## src/rtl/core_pkg.sv

```systemverilog
// Shared core types: privilege modes, trap kinds, cause codes
// and the mstatus bit positions used by the trap path.
package core_pkg;

    typedef enum logic [1:0] {
        PRV_U = 2'b00,
        PRV_S = 2'b01,
        PRV_M = 2'b11
    } prv_mode_t;

    typedef enum logic [1:0] {
        TRAP_EXC,
        TRAP_IRQ,
        TRAP_MRET,
        TRAP_SRET
    } trap_kind_e;

    typedef enum logic [4:0] {
        EXC_INSN_MISALIGN  = 5'd0,
        EXC_INSN_FAULT     = 5'd1,
        EXC_ILLEGAL_INSN   = 5'd2,
        EXC_BREAKPOINT     = 5'd3,
        EXC_LOAD_MISALIGN  = 5'd4,
        EXC_LOAD_FAULT     = 5'd5,
        EXC_STORE_MISALIGN = 5'd6,
        EXC_STORE_FAULT    = 5'd7,
        EXC_ECALL_U        = 5'd8,
        EXC_ECALL_S        = 5'd9,
        EXC_ECALL_M        = 5'd11,
        EXC_INSN_PAGE      = 5'd12,
        EXC_LOAD_PAGE      = 5'd13,
        EXC_STORE_PAGE     = 5'd15
    } exc_cause_e;

    typedef enum logic [4:0] {
        IRQ_SSI = 5'd1,
        IRQ_MSI = 5'd3,
        IRQ_STI = 5'd5,
        IRQ_MTI = 5'd7,
        IRQ_SEI = 5'd9,
        IRQ_MEI = 5'd11
    } irq_cause_e;

    localparam int MSTATUS_SIE    = 1;
    localparam int MSTATUS_MIE    = 3;
    localparam int MSTATUS_SPIE   = 5;
    localparam int MSTATUS_MPIE   = 7;
    localparam int MSTATUS_SPP    = 8;
    localparam int MSTATUS_MPP_LO = 11;
    localparam int MSTATUS_MPP_HI = 12;
    localparam int MSTATUS_MPRV   = 17;

    // Index 0 is the highest-priority fixed interrupt.
    localparam logic [4:0] IRQ_ORDER [6] = '{
        IRQ_MEI, IRQ_MSI, IRQ_MTI, IRQ_SEI, IRQ_SSI, IRQ_STI
    };

    function automatic logic irq_is_fixed(input logic [4:0] c);
        return (c == IRQ_MEI) || (c == IRQ_MSI) || (c == IRQ_MTI) ||
               (c == IRQ_SEI) || (c == IRQ_SSI) || (c == IRQ_STI);
    endfunction

endpackage

```

## src/rtl/core_trap_irq_select.sv

```systemverilog
// Interrupt enable, delegation and fixed-priority selection.
// Purely combinational; evaluated by the trap unit while idle.
module core_trap_irq_select
    import core_pkg::*;
#(
    parameter int NUM_IRQ = 12
) (
    input  logic [NUM_IRQ-1:0] mip,
    input  logic [NUM_IRQ-1:0] mie,
    input  logic [NUM_IRQ-1:0] mideleg,
    input  logic               sie_en,
    input  logic               mie_en,
    input  logic [1:0]         prv,
    output logic               irq_valid,
    output logic [4:0]         irq_cause,
    output logic               irq_to_s
);

    logic [31:0] take;
    logic [31:0] deleg;

    always_comb begin
        take  = '0;
        deleg = '0;
        deleg[NUM_IRQ-1:0] = mideleg;
        for (int i = 0; i < NUM_IRQ; i++) begin
            if (mip[i] && mie[i]) begin
                if (mideleg[i])
                    take[i] = (prv == PRV_U) || ((prv == PRV_S) && sie_en);
                else
                    take[i] = (prv != PRV_M) || mie_en;
            end
        end
    end

    // Remaining bits first (highest wins), then fixed order overrides.
    always_comb begin
        irq_cause = '0;
        for (int i = 0; i < 32; i++) begin
            if (take[i] && !irq_is_fixed(5'(i)))
                irq_cause = 5'(i);
        end
        for (int k = 5; k >= 0; k--) begin
            if (take[IRQ_ORDER[k]])
                irq_cause = IRQ_ORDER[k];
        end
    end

    assign irq_valid = |take;
    assign irq_to_s  = deleg[irq_cause];

endmodule

```

## src/rtl/core_trap_unit.sv

```systemverilog
// Implicit CSR writer for exceptions, interrupts and xRET:
// capture in IDLE, wait for s2 to drain, commit CSRs, redirect fetch.
module core_trap_unit
    import core_pkg::*;
#(
    parameter int NUM_IRQ = 12
) (
    input  logic        clk,
    input  logic        rst_n,
    input  logic        exc_req,
    input  logic [4:0]  exc_cause,
    input  logic [31:0] exc_epc,
    input  logic [31:0] exc_tval,
    input  logic        xret_req,
    input  logic        xret_is_mret,
    input  logic [31:0] mip_i,
    input  logic        s2_busy,
    input  logic [1:0]  prv_mode_ff,
    input  logic [31:0] csr_mstatus_ff,
    input  logic [31:0] csr_medeleg_ff,
    input  logic [31:0] csr_mideleg_ff,
    input  logic [31:0] csr_mie_ff,
    input  logic [31:0] csr_mtvec_ff,
    input  logic [31:0] csr_stvec_ff,
    input  logic [31:0] csr_mepc_ff,
    input  logic [31:0] csr_sepc_ff,
    output logic        trap_busy,
    output logic [1:0]  prv_mode_wd,
    output logic        prv_mode_we,
    output logic [31:0] csr_mstatus_wd,
    output logic        csr_mstatus_we,
    output logic [31:0] csr_mepc_wd,
    output logic        csr_mepc_we,
    output logic [31:0] csr_mcause_wd,
    output logic        csr_mcause_we,
    output logic [31:0] csr_mtval_wd,
    output logic        csr_mtval_we,
    output logic [31:0] csr_sepc_wd,
    output logic        csr_sepc_we,
    output logic [31:0] csr_scause_wd,
    output logic        csr_scause_we,
    output logic [31:0] csr_stval_wd,
    output logic        csr_stval_we,
    output logic [31:0] branch_target,
    output logic        branch_en,
    output logic        invalidate_fetch
);

    typedef enum logic [1:0] {
        IDLE,
        DRAIN,
        COMMIT,
        REDIRECT
    } state_t;

    state_t     state;
    trap_kind_e cap_kind;
    logic [4:0] cap_cause;
    logic       cap_to_s;
    logic [1:0] cap_prv;
    logic [31:0] cap_epc;
    logic [31:0] cap_tval;
    logic [31:0] cap_mstatus;
    logic [31:0] cap_tgt;

    logic       irq_valid;
    logic [4:0] irq_cause;
    logic       irq_to_s;

    logic       unused_bits;
    assign unused_bits = ^{mip_i[31:NUM_IRQ], csr_mie_ff[31:NUM_IRQ],
                           csr_mideleg_ff[31:NUM_IRQ]};

    core_trap_irq_select #(
        .NUM_IRQ (NUM_IRQ)
    ) u_irq_select (
        .mip       (mip_i[NUM_IRQ-1:0]),
        .mie       (csr_mie_ff[NUM_IRQ-1:0]),
        .mideleg   (csr_mideleg_ff[NUM_IRQ-1:0]),
        .sie_en    (csr_mstatus_ff[MSTATUS_SIE]),
        .mie_en    (csr_mstatus_ff[MSTATUS_MIE]),
        .prv       (prv_mode_ff),
        .irq_valid (irq_valid),
        .irq_cause (irq_cause),
        .irq_to_s  (irq_to_s)
    );

    logic       sel_valid;
    trap_kind_e sel_kind;
    logic [4:0] sel_cause;
    logic       sel_to_s;
    logic [31:0] sel_tvec;
    logic [31:0] sel_base;
    logic [31:0] sel_tgt;

    always_comb begin
        sel_valid = 1'b0;
        sel_kind  = TRAP_EXC;
        sel_cause = exc_cause;
        sel_to_s  = 1'b0;
        sel_tgt   = '0;
        if (exc_req) begin
            sel_valid = 1'b1;
            sel_to_s  = (prv_mode_ff != PRV_M) && csr_medeleg_ff[exc_cause];
        end else if (irq_valid) begin
            sel_valid = 1'b1;
            sel_kind  = TRAP_IRQ;
            sel_cause = irq_cause;
            sel_to_s  = irq_to_s;
        end else if (xret_req) begin
            sel_valid = 1'b1;
            sel_kind  = xret_is_mret ? TRAP_MRET : TRAP_SRET;
        end
        sel_tvec = sel_to_s ? csr_stvec_ff : csr_mtvec_ff;
        sel_base = {sel_tvec[31:2], 2'b00};
        // MODE 1x is unsupported and falls back to direct.
        if (sel_kind == TRAP_MRET)
            sel_tgt = csr_mepc_ff;
        else if (sel_kind == TRAP_SRET)
            sel_tgt = csr_sepc_ff;
        else if (sel_kind == TRAP_IRQ && sel_tvec[1:0] == 2'b01)
            sel_tgt = sel_base + 32'({sel_cause, 2'b00});
        else
            sel_tgt = sel_base;
    end

    logic [31:0] nxt_mstatus;
    logic [1:0]  nxt_prv;
    logic        is_trap;
    logic [31:0] nxt_epc;
    logic [31:0] nxt_cause;
    logic [31:0] nxt_tval;

    always_comb begin
        nxt_mstatus = cap_mstatus;
        nxt_prv     = cap_prv;
        is_trap     = 1'b0;
        unique case (cap_kind)
            TRAP_EXC, TRAP_IRQ: begin
                is_trap = 1'b1;
                if (cap_to_s) begin
                    nxt_mstatus[MSTATUS_SPIE] = cap_mstatus[MSTATUS_SIE];
                    nxt_mstatus[MSTATUS_SIE]  = 1'b0;
                    nxt_mstatus[MSTATUS_SPP]  = cap_prv[0];
                    nxt_prv = PRV_S;
                end else begin
                    nxt_mstatus[MSTATUS_MPIE] = cap_mstatus[MSTATUS_MIE];
                    nxt_mstatus[MSTATUS_MIE]  = 1'b0;
                    nxt_mstatus[MSTATUS_MPP_HI:MSTATUS_MPP_LO] = cap_prv;
                    nxt_prv = PRV_M;
                end
            end
            TRAP_MRET: begin
                nxt_mstatus[MSTATUS_MIE]  = cap_mstatus[MSTATUS_MPIE];
                nxt_mstatus[MSTATUS_MPIE] = 1'b1;
                nxt_mstatus[MSTATUS_MPP_HI:MSTATUS_MPP_LO] = PRV_U;
                if (cap_mstatus[MSTATUS_MPP_HI:MSTATUS_MPP_LO] != PRV_M)
                    nxt_mstatus[MSTATUS_MPRV] = 1'b0;
                nxt_prv = cap_mstatus[MSTATUS_MPP_HI:MSTATUS_MPP_LO];
            end
            TRAP_SRET: begin
                nxt_mstatus[MSTATUS_SIE]  = cap_mstatus[MSTATUS_SPIE];
                nxt_mstatus[MSTATUS_SPIE] = 1'b1;
                nxt_mstatus[MSTATUS_SPP]  = 1'b0;
                nxt_mstatus[MSTATUS_MPRV] = 1'b0;
                nxt_prv = {1'b0, cap_mstatus[MSTATUS_SPP]};
            end
        endcase
        nxt_epc   = {cap_epc[31:2], 2'b00};
        nxt_cause = {cap_kind == TRAP_IRQ, 26'b0, cap_cause};
        nxt_tval  = (cap_kind == TRAP_IRQ) ? 32'h0 : cap_tval;
    end

    assign trap_busy = (state != IDLE);

    always_ff @(posedge clk or negedge rst_n) begin
        if (!rst_n) begin
            state            <= IDLE;
            cap_kind         <= TRAP_EXC;
            cap_cause        <= '0;
            cap_to_s         <= 1'b0;
            cap_prv          <= '0;
            cap_epc          <= '0;
            cap_tval         <= '0;
            cap_mstatus      <= '0;
            cap_tgt          <= '0;
            prv_mode_wd      <= '0;
            prv_mode_we      <= 1'b0;
            csr_mstatus_wd   <= '0;
            csr_mstatus_we   <= 1'b0;
            csr_mepc_wd      <= '0;
            csr_mepc_we      <= 1'b0;
            csr_mcause_wd    <= '0;
            csr_mcause_we    <= 1'b0;
            csr_mtval_wd     <= '0;
            csr_mtval_we     <= 1'b0;
            csr_sepc_wd      <= '0;
            csr_sepc_we      <= 1'b0;
            csr_scause_wd    <= '0;
            csr_scause_we    <= 1'b0;
            csr_stval_wd     <= '0;
            csr_stval_we     <= 1'b0;
            branch_target    <= '0;
            branch_en        <= 1'b0;
            invalidate_fetch <= 1'b0;
        end else begin
            prv_mode_wd      <= '0;
            prv_mode_we      <= 1'b0;
            csr_mstatus_wd   <= '0;
            csr_mstatus_we   <= 1'b0;
            csr_mepc_wd      <= '0;
            csr_mepc_we      <= 1'b0;
            csr_mcause_wd    <= '0;
            csr_mcause_we    <= 1'b0;
            csr_mtval_wd     <= '0;
            csr_mtval_we     <= 1'b0;
            csr_sepc_wd      <= '0;
            csr_sepc_we      <= 1'b0;
            csr_scause_wd    <= '0;
            csr_scause_we    <= 1'b0;
            csr_stval_wd     <= '0;
            csr_stval_we     <= 1'b0;
            branch_target    <= '0;
            branch_en        <= 1'b0;
            invalidate_fetch <= 1'b0;
            unique case (state)
                IDLE: begin
                    if (sel_valid) begin
                        cap_kind    <= sel_kind;
                        cap_cause   <= sel_cause;
                        cap_to_s    <= sel_to_s;
                        cap_prv     <= prv_mode_ff;
                        cap_epc     <= exc_epc;
                        cap_tval    <= exc_tval;
                        cap_mstatus <= csr_mstatus_ff;
                        cap_tgt     <= sel_tgt;
                        state       <= DRAIN;
                    end
                end
                DRAIN: begin
                    if (!s2_busy) begin
                        state          <= COMMIT;
                        prv_mode_wd    <= nxt_prv;
                        prv_mode_we    <= 1'b1;
                        csr_mstatus_wd <= nxt_mstatus;
                        csr_mstatus_we <= 1'b1;
                        if (is_trap && !cap_to_s) begin
                            csr_mepc_wd   <= nxt_epc;
                            csr_mepc_we   <= 1'b1;
                            csr_mcause_wd <= nxt_cause;
                            csr_mcause_we <= 1'b1;
                            csr_mtval_wd  <= nxt_tval;
                            csr_mtval_we  <= 1'b1;
                        end
                        if (is_trap && cap_to_s) begin
                            csr_sepc_wd   <= nxt_epc;
                            csr_sepc_we   <= 1'b1;
                            csr_scause_wd <= nxt_cause;
                            csr_scause_we <= 1'b1;
                            csr_stval_wd  <= nxt_tval;
                            csr_stval_we  <= 1'b1;
                        end
                    end
                end
                COMMIT: begin
                    state            <= REDIRECT;
                    branch_target    <= cap_tgt;
                    branch_en        <= 1'b1;
                    invalidate_fetch <= 1'b1;
                end
                REDIRECT: begin
                    state <= IDLE;
                end
            endcase
        end
    end

endmodule

```

## config.mk

```make
export PLATFORM = sky130hd
export DESIGN_NAME = core_trap_unit
export DESIGN_NICKNAME = d
export VERILOG_FILES = /design/src/rtl/core_pkg.sv /design/src/rtl/core_trap_irq_select.sv /design/src/rtl/core_trap_unit.sv
export SDC_FILE = /design/constraint.sdc
export NUM_CORES = 1
export LEC_CHECK = 0
export ABC_CLOCK_PERIOD_IN_PS = 3400
export CELL_PAD_IN_SITES_DETAIL_PLACEMENT = 2
export CELL_PAD_IN_SITES_GLOBAL_PLACEMENT = 2
export CORE_AREA = 2 2 248 250
export CTS_BUF_LIST = sky130_fd_sc_hd__clkbuf_4
export DETAILED_ROUTE_END_ITERATION = 16
export DIE_AREA = 0 0 250 252
export GPL_TIMING_DRIVEN = 0
export PLACE_DENSITY_LB_ADDON = 0.1
export SYNTH_ARGS = -nofsm -noshare
export SYNTH_HDL_FRONTEND = slang
export SYNTH_SLANG_ARGS = --single-unit
export TNS_END_PERCENT = 10
```

## constraint.sdc

```tcl
create_clock -name clk -period 3.4 [get_ports clk]
set_input_delay 1.02 -clock clk [delete_from_list [all_inputs] [get_ports clk]]
set_output_delay 1.02 -clock clk [all_outputs]
set_load 0.05 [all_outputs]
```

==> impl.org <==
** Detailed routing
- The count of nets left with antenna violations once routing finished came out at 0.
- Dividing the detail-routed via count by the number of cells gives between 4 and 5.
- Dividing the detail-routed wire length by the instance count gives 21.71 microns.
- After detailed routing, the number of remaining DRC violations is 0.
- For this run, the detailed router's first-pass iteration total came to 4.
- Via count :: 12610
- Drt first-iter violations :: between 300 and 400
- Aggregate routed wire length :: slightly above 60 mm

** Status
- The run finished, with violations left.
- The final reports fail on negative setup slack.

** Global routing
- Number of global-route vias before repair :: between 10000 and 15000
- Total congestion overflow after global routing :: 0
- Initial antenna violation count :: 7
- In the global route stage, overall resource usage came out at around 19%.
- Entering global routing, the biggest net connects a little under 100 pins.
- The first global-routing pass estimated about 91 mm of wire.

** Setup path
- The worst setup path is captured at a flop.
- Maximum fanout encountered on the critical timing path :: 5
- At the worst endpoint, the required time is 4.04 ns.
- Critical path start-end classification :: input pin to flop
- Type of origin of the critical path :: input pin
- Data on the critical path arrives at its endpoint at 5.78 ns.

** Timing
- Across all hold checks on the routed design, the worst slack comes to around 0.18 ns.
- Final Cycle Share :: 151.0%
- The max-slew violation total from the final report was 0.
- Setup violations remaining at the end of the flow were counted as 34.
- Worst clock skew :: between 0.04 and 0.05 ns
- For the pin with the worst max-slew slack, the measured transition is 1.158 ns.
- Unrepaired setup endpoints after global routing :: true
- Achievable clock frequency :: 194.8 MHz
- For the finished layout, the period the worst path requires is roughly 5.1 ns.
- For the final routed database, the setup TNS stands at -44.94 ns.
- Max-slew headroom at the worst pin :: 22.29%
- The total count of hold-check failures in the final report came to 0.
- Final setup margin :: -1.732 ns

** Synth
- The top cell type by area accounts for a little under three fifths of the synthesized area.
- Yosys mapped the design onto between 70 and 80 distinct sky130hd cell types.
- Number of flops mapped to enable cells by yosys :: 0
- Register area share after synthesis :: approximately 56%
- A synthesized cell averages approximately 12 sq um.
- During synthesis, Yosys emitted a total of 0 warnings.
- Cell type with the highest aggregate area in the netlist :: sky130_fd_sc_hd__dfrtp_1
- Leading register cell type out of synthesis :: sky130_fd_sc_hd__dfrtp_1
- Share of async-settable or async-resettable flops after synthesis :: 100.0%
- Commonest cells post-synth :: sky130_fd_sc_hd__dfrtp_1, sky130_fd_sc_hd__and2_1, sky130_fd_sc_hd__mux2_2
- The most common cell in the synthesized netlist is sky130_fd_sc_hd__dfrtp_1.
- In the post-synthesis netlist, the biggest area contributors are sky130_fd_sc_hd__dfrtp_1, sky130_fd_sc_hd__mux2_2, sky130_fd_sc_hd__and2_1.
- Synth Register Bits :: approximately 340
- Cell area after synthesis :: roughly 15000 sq um
- Gate count of the mapped netlist :: approximately 1300

** Floorplan
- In this run the core area contains 90 standard-cell rows.
- Floorplan die area :: roughly 63000 sq um
- The total area inside the core boundary comes to around 60000 sq um.
- Initial Utilization :: between 20% and 30%
- DIE WIDTH :: 250 microns
- Measured along the y axis, the die boundary spans between 200 and 300 microns.
- Pin placement for this block handled around 630 I/O pins.

** Clocking
- The H-tree was split into 3 levels.
- Longest Clk Path Bufs :: 3
- Clock transition at path regs :: approximately 0.06 ns
- TritonCTS Buffers :: 91
- Root cell of the clock tree :: sky130_fd_sc_hd__clkbuf_4
- Hold repair after CTS inserted 0 buffers.
- Number of clock sinks :: about 340
- TritonCTS built the clock tree.
- Later-pin clock latency in the skew report :: ~0.81 ns

** Placement
- Before CTS, the worst setup slack after placement is -4.050 ns.
- Placed Instances :: approximately 2600
- Detailed-placement wirelength estimate :: around 49 mm
- Number of I/O port buffers :: 512
- Routability congestion estimate :: roughly 0.79
- Summing all placed instances gives a cell area of approximately 22000 sq um.

** Layout
- Fill cells in the final layout number roughly 6300.
- With fillers left out, the area of the finished cells amounts to 23780 sq um.
- Relative to the synthesized area, the layout overhead comes to 54.93%.
- Leaving out filler cells and counting taps, the final layout contains about 2800.
- Layout Nets :: ~2400
- Utilization of the core after routing :: about two fifths
- Fraction of final layout cells sized beyond drive strength 1 :: around 24%

** Job
- Max-cap violations in this run came to 0.

** Power
- Max IR drop VDD :: about 0.21 mV
- Of the total power, the share spent switching nets is approximately 39%.
- Sw Pwr :: ~6.2 mW
- In this run the static leakage power is approximately 11 nW.
- Per report_power, the clock group accounts for a little under a quarter of the total.
- Combinational logic is responsible for 40.5% of the overall power.
- In this run the power density over the cells is slightly below 700 nW/um^2.
- Power Total :: around 16 mW
- Design internal power :: 9.875 mW
- Per report_power, the sequential group accounts for 36.6% of the total.

** Worst hold path
- Worst hold-check path type :: input pin to asynchronous set/reset pin
per-layer routing:
metal  share of wire (%)  wire (microns)  track usage [%]  up-vias
li1                    -               -                -     5795
met1                  40           24660            22.29     6356
met2                  53           32630            35.54      393
met3                 5.1            3142            4.281       58
met4                 1.6            1005            5.697        4
met5               0.044              27                0        -
layout make-up:
type                       count  area (sq um)  area share, %
antenna                        4         10.01        0.04209
buffer                       129         852.1          3.583
clock buffer                 125         938.4          3.946
clock inverter                33         226.5         0.9524
inverter                      17         63.81         0.2683
multi-input combinational    840          6566          27.61
sequential                   344          8608          36.20
tap                          782         978.4          4.115
timing repair buffer         557          5535          23.28
worst paths after layout:
| check | from | end | slack [ns] | depth (start not counted) |
|---|---|---|---|---|
| max | prv_mode_ff[0] | cap_tgt[15]$_DFFE_PN0P_ | -1.73 | 28 |
| min | rst_n | csr_sepc_wd[5]$_DFF_PN0_ | 0.18 | 1 |
| max reg2reg | state[1]$_DFFE_PN0P_ | csr_mcause_wd[1]$_DFF_PN0_ | 1.10 | 7 |
| min reg2reg | cap_mstatus[28]$_DFFE_PN0P_ | csr_mstatus_wd[28]$_DFF_PN0_ | 0.44 | 1 |
| max in group asynchronous | rst_n | branch_target[27]$_DFF_PN0_ | 1.89 | 3 |
| min in group clk | cap_mstatus[28]$_DFFE_PN0P_ | csr_mstatus_wd[28]$_DFF_PN0_ | 0.44 | 1 |
placed cells by master, fill, tap and decap left out, types with 14 or more instances in the layout:
| master | Yosys | layout |
|---|---|---|
| sky130_fd_sc_hd__and2_1 | 161 | 161 |
| sky130_fd_sc_hd__mux2i_1 | 59 | 55 |
| sky130_fd_sc_hd__buf_6 | 0 | 14 |
| sky130_fd_sc_hd__nor2_1 | 33 | 28 |
| sky130_fd_sc_hd__conb_1 | 1 | 56 |
| sky130_fd_sc_hd__a21oi_1 | 36 | 31 |
| sky130_fd_sc_hd__dfrtp_1 | 344 | 344 |
| sky130_fd_sc_hd__clkdlybuf4s50_1 | 0 | 479 |
| sky130_fd_sc_hd__clkinv_1 | 0 | 20 |
| sky130_fd_sc_hd__buf_4 | 69 | 108 |
| sky130_fd_sc_hd__dlygate4sd2_1 | 0 | 25 |
| sky130_fd_sc_hd__nand3_1 | 16 | 14 |
| sky130_fd_sc_hd__o21ai_0 | 39 | 23 |
| sky130_fd_sc_hd__mux2_2 | 116 | 111 |
| sky130_fd_sc_hd__o21ai_1 | 6 | 17 |
| sky130_fd_sc_hd__nor3_1 | 35 | 30 |
| sky130_fd_sc_hd__clkbuf_4 | 0 | 127 |
| sky130_fd_sc_hd__nand2_1 | 53 | 47 |
| sky130_fd_sc_hd__clkbuf_1 | 47 | 39 |
| sky130_fd_sc_hd__and3_1 | 52 | 48 |
critical path, stage by stage:
cell	delay [ns]
sky130_fd_sc_hd__buf_12	0.08
sky130_fd_sc_hd__nor2b_4	0.19
sky130_fd_sc_hd__buf_6	0.17
sky130_fd_sc_hd__o21ai_4	0.07
sky130_fd_sc_hd__a22oi_2	0.28
sky130_fd_sc_hd__buf_4	0.16
sky130_fd_sc_hd__buf_4	0.10
sky130_fd_sc_hd__nand2_1	0.08
sky130_fd_sc_hd__a31o_1	0.22
sky130_fd_sc_hd__o311a_1	0.35
sky130_fd_sc_hd__a221oi_4	0.24
sky130_fd_sc_hd__a21o_1	0.17
sky130_fd_sc_hd__buf_6	0.13
sky130_fd_sc_hd__buf_12	0.11
sky130_fd_sc_hd__mux2i_4	0.32
sky130_fd_sc_hd__inv_1	0.08
sky130_fd_sc_hd__ha_1	0.27
sky130_fd_sc_hd__a21o_1	0.19
sky130_fd_sc_hd__a21oi_2	0.16
sky130_fd_sc_hd__o21bai_1	0.10
sky130_fd_sc_hd__a21oi_2	0.20
sky130_fd_sc_hd__nor3_2	0.05
sky130_fd_sc_hd__mux2_4	0.31
sky130_fd_sc_hd__buf_6	0.14
sky130_fd_sc_hd__o2111ai_2	0.09
sky130_fd_sc_hd__xnor2_1	0.13
sky130_fd_sc_hd__a221oi_1	0.25
sky130_fd_sc_hd__o21ai_1	0.10
power by group through the flow:
stage	sequential [mW]	clock, mW	combinational, mW
6_report	5.88	3.68	6.52
5_1_grt	6.04	4.10	7.01
4_1_cts	5.89	3.88	6.57
3_5_place_dp	5.97	0	6.39
3_3_place_gp	5.91	0	6.24
2_1_floorplan	6.91	0	2.84
sequential cells by signal, summed over array words and instances (netlist names), 6 cells and up:
| register | cells |
|---|---|
| branch_target | 32 |
| cap_epc | 30 |
| cap_mstatus | 32 |
| cap_tgt | 32 |
| cap_tval | 32 |
| csr_mcause_wd | 6 |
| csr_mepc_wd | 30 |
| csr_mstatus_wd | 32 |
| csr_mtval_wd | 32 |
| csr_scause_wd | 6 |
| csr_sepc_wd | 30 |
| csr_stval_wd | 32 |
logic make-up (layout without fill, tap and decap cells):
group           count (synthesis)  count (layout)  synth area share (%)
mux                           186             186                 13.92
xor+xnor                       29              29                 1.655
buf+inv                       147             861                 5.372
fa+ha+maj                      10              10                0.8641
compound gates                163             163                 7.443
flops                         344             344                 56.09
simple gates                  396             396                 14.63
other cells                     1              60               0.02443
timing repair:
action	4_1_cts	5_1_grt
pin swaps	55	32
resized for setup	141	41
setup buffers	33	6
cloned	2	0
endpoints found under the setup margin	136	132
hold endpoints to repair	0	0
No activity file was read; power rests on OpenSTA's default activity.
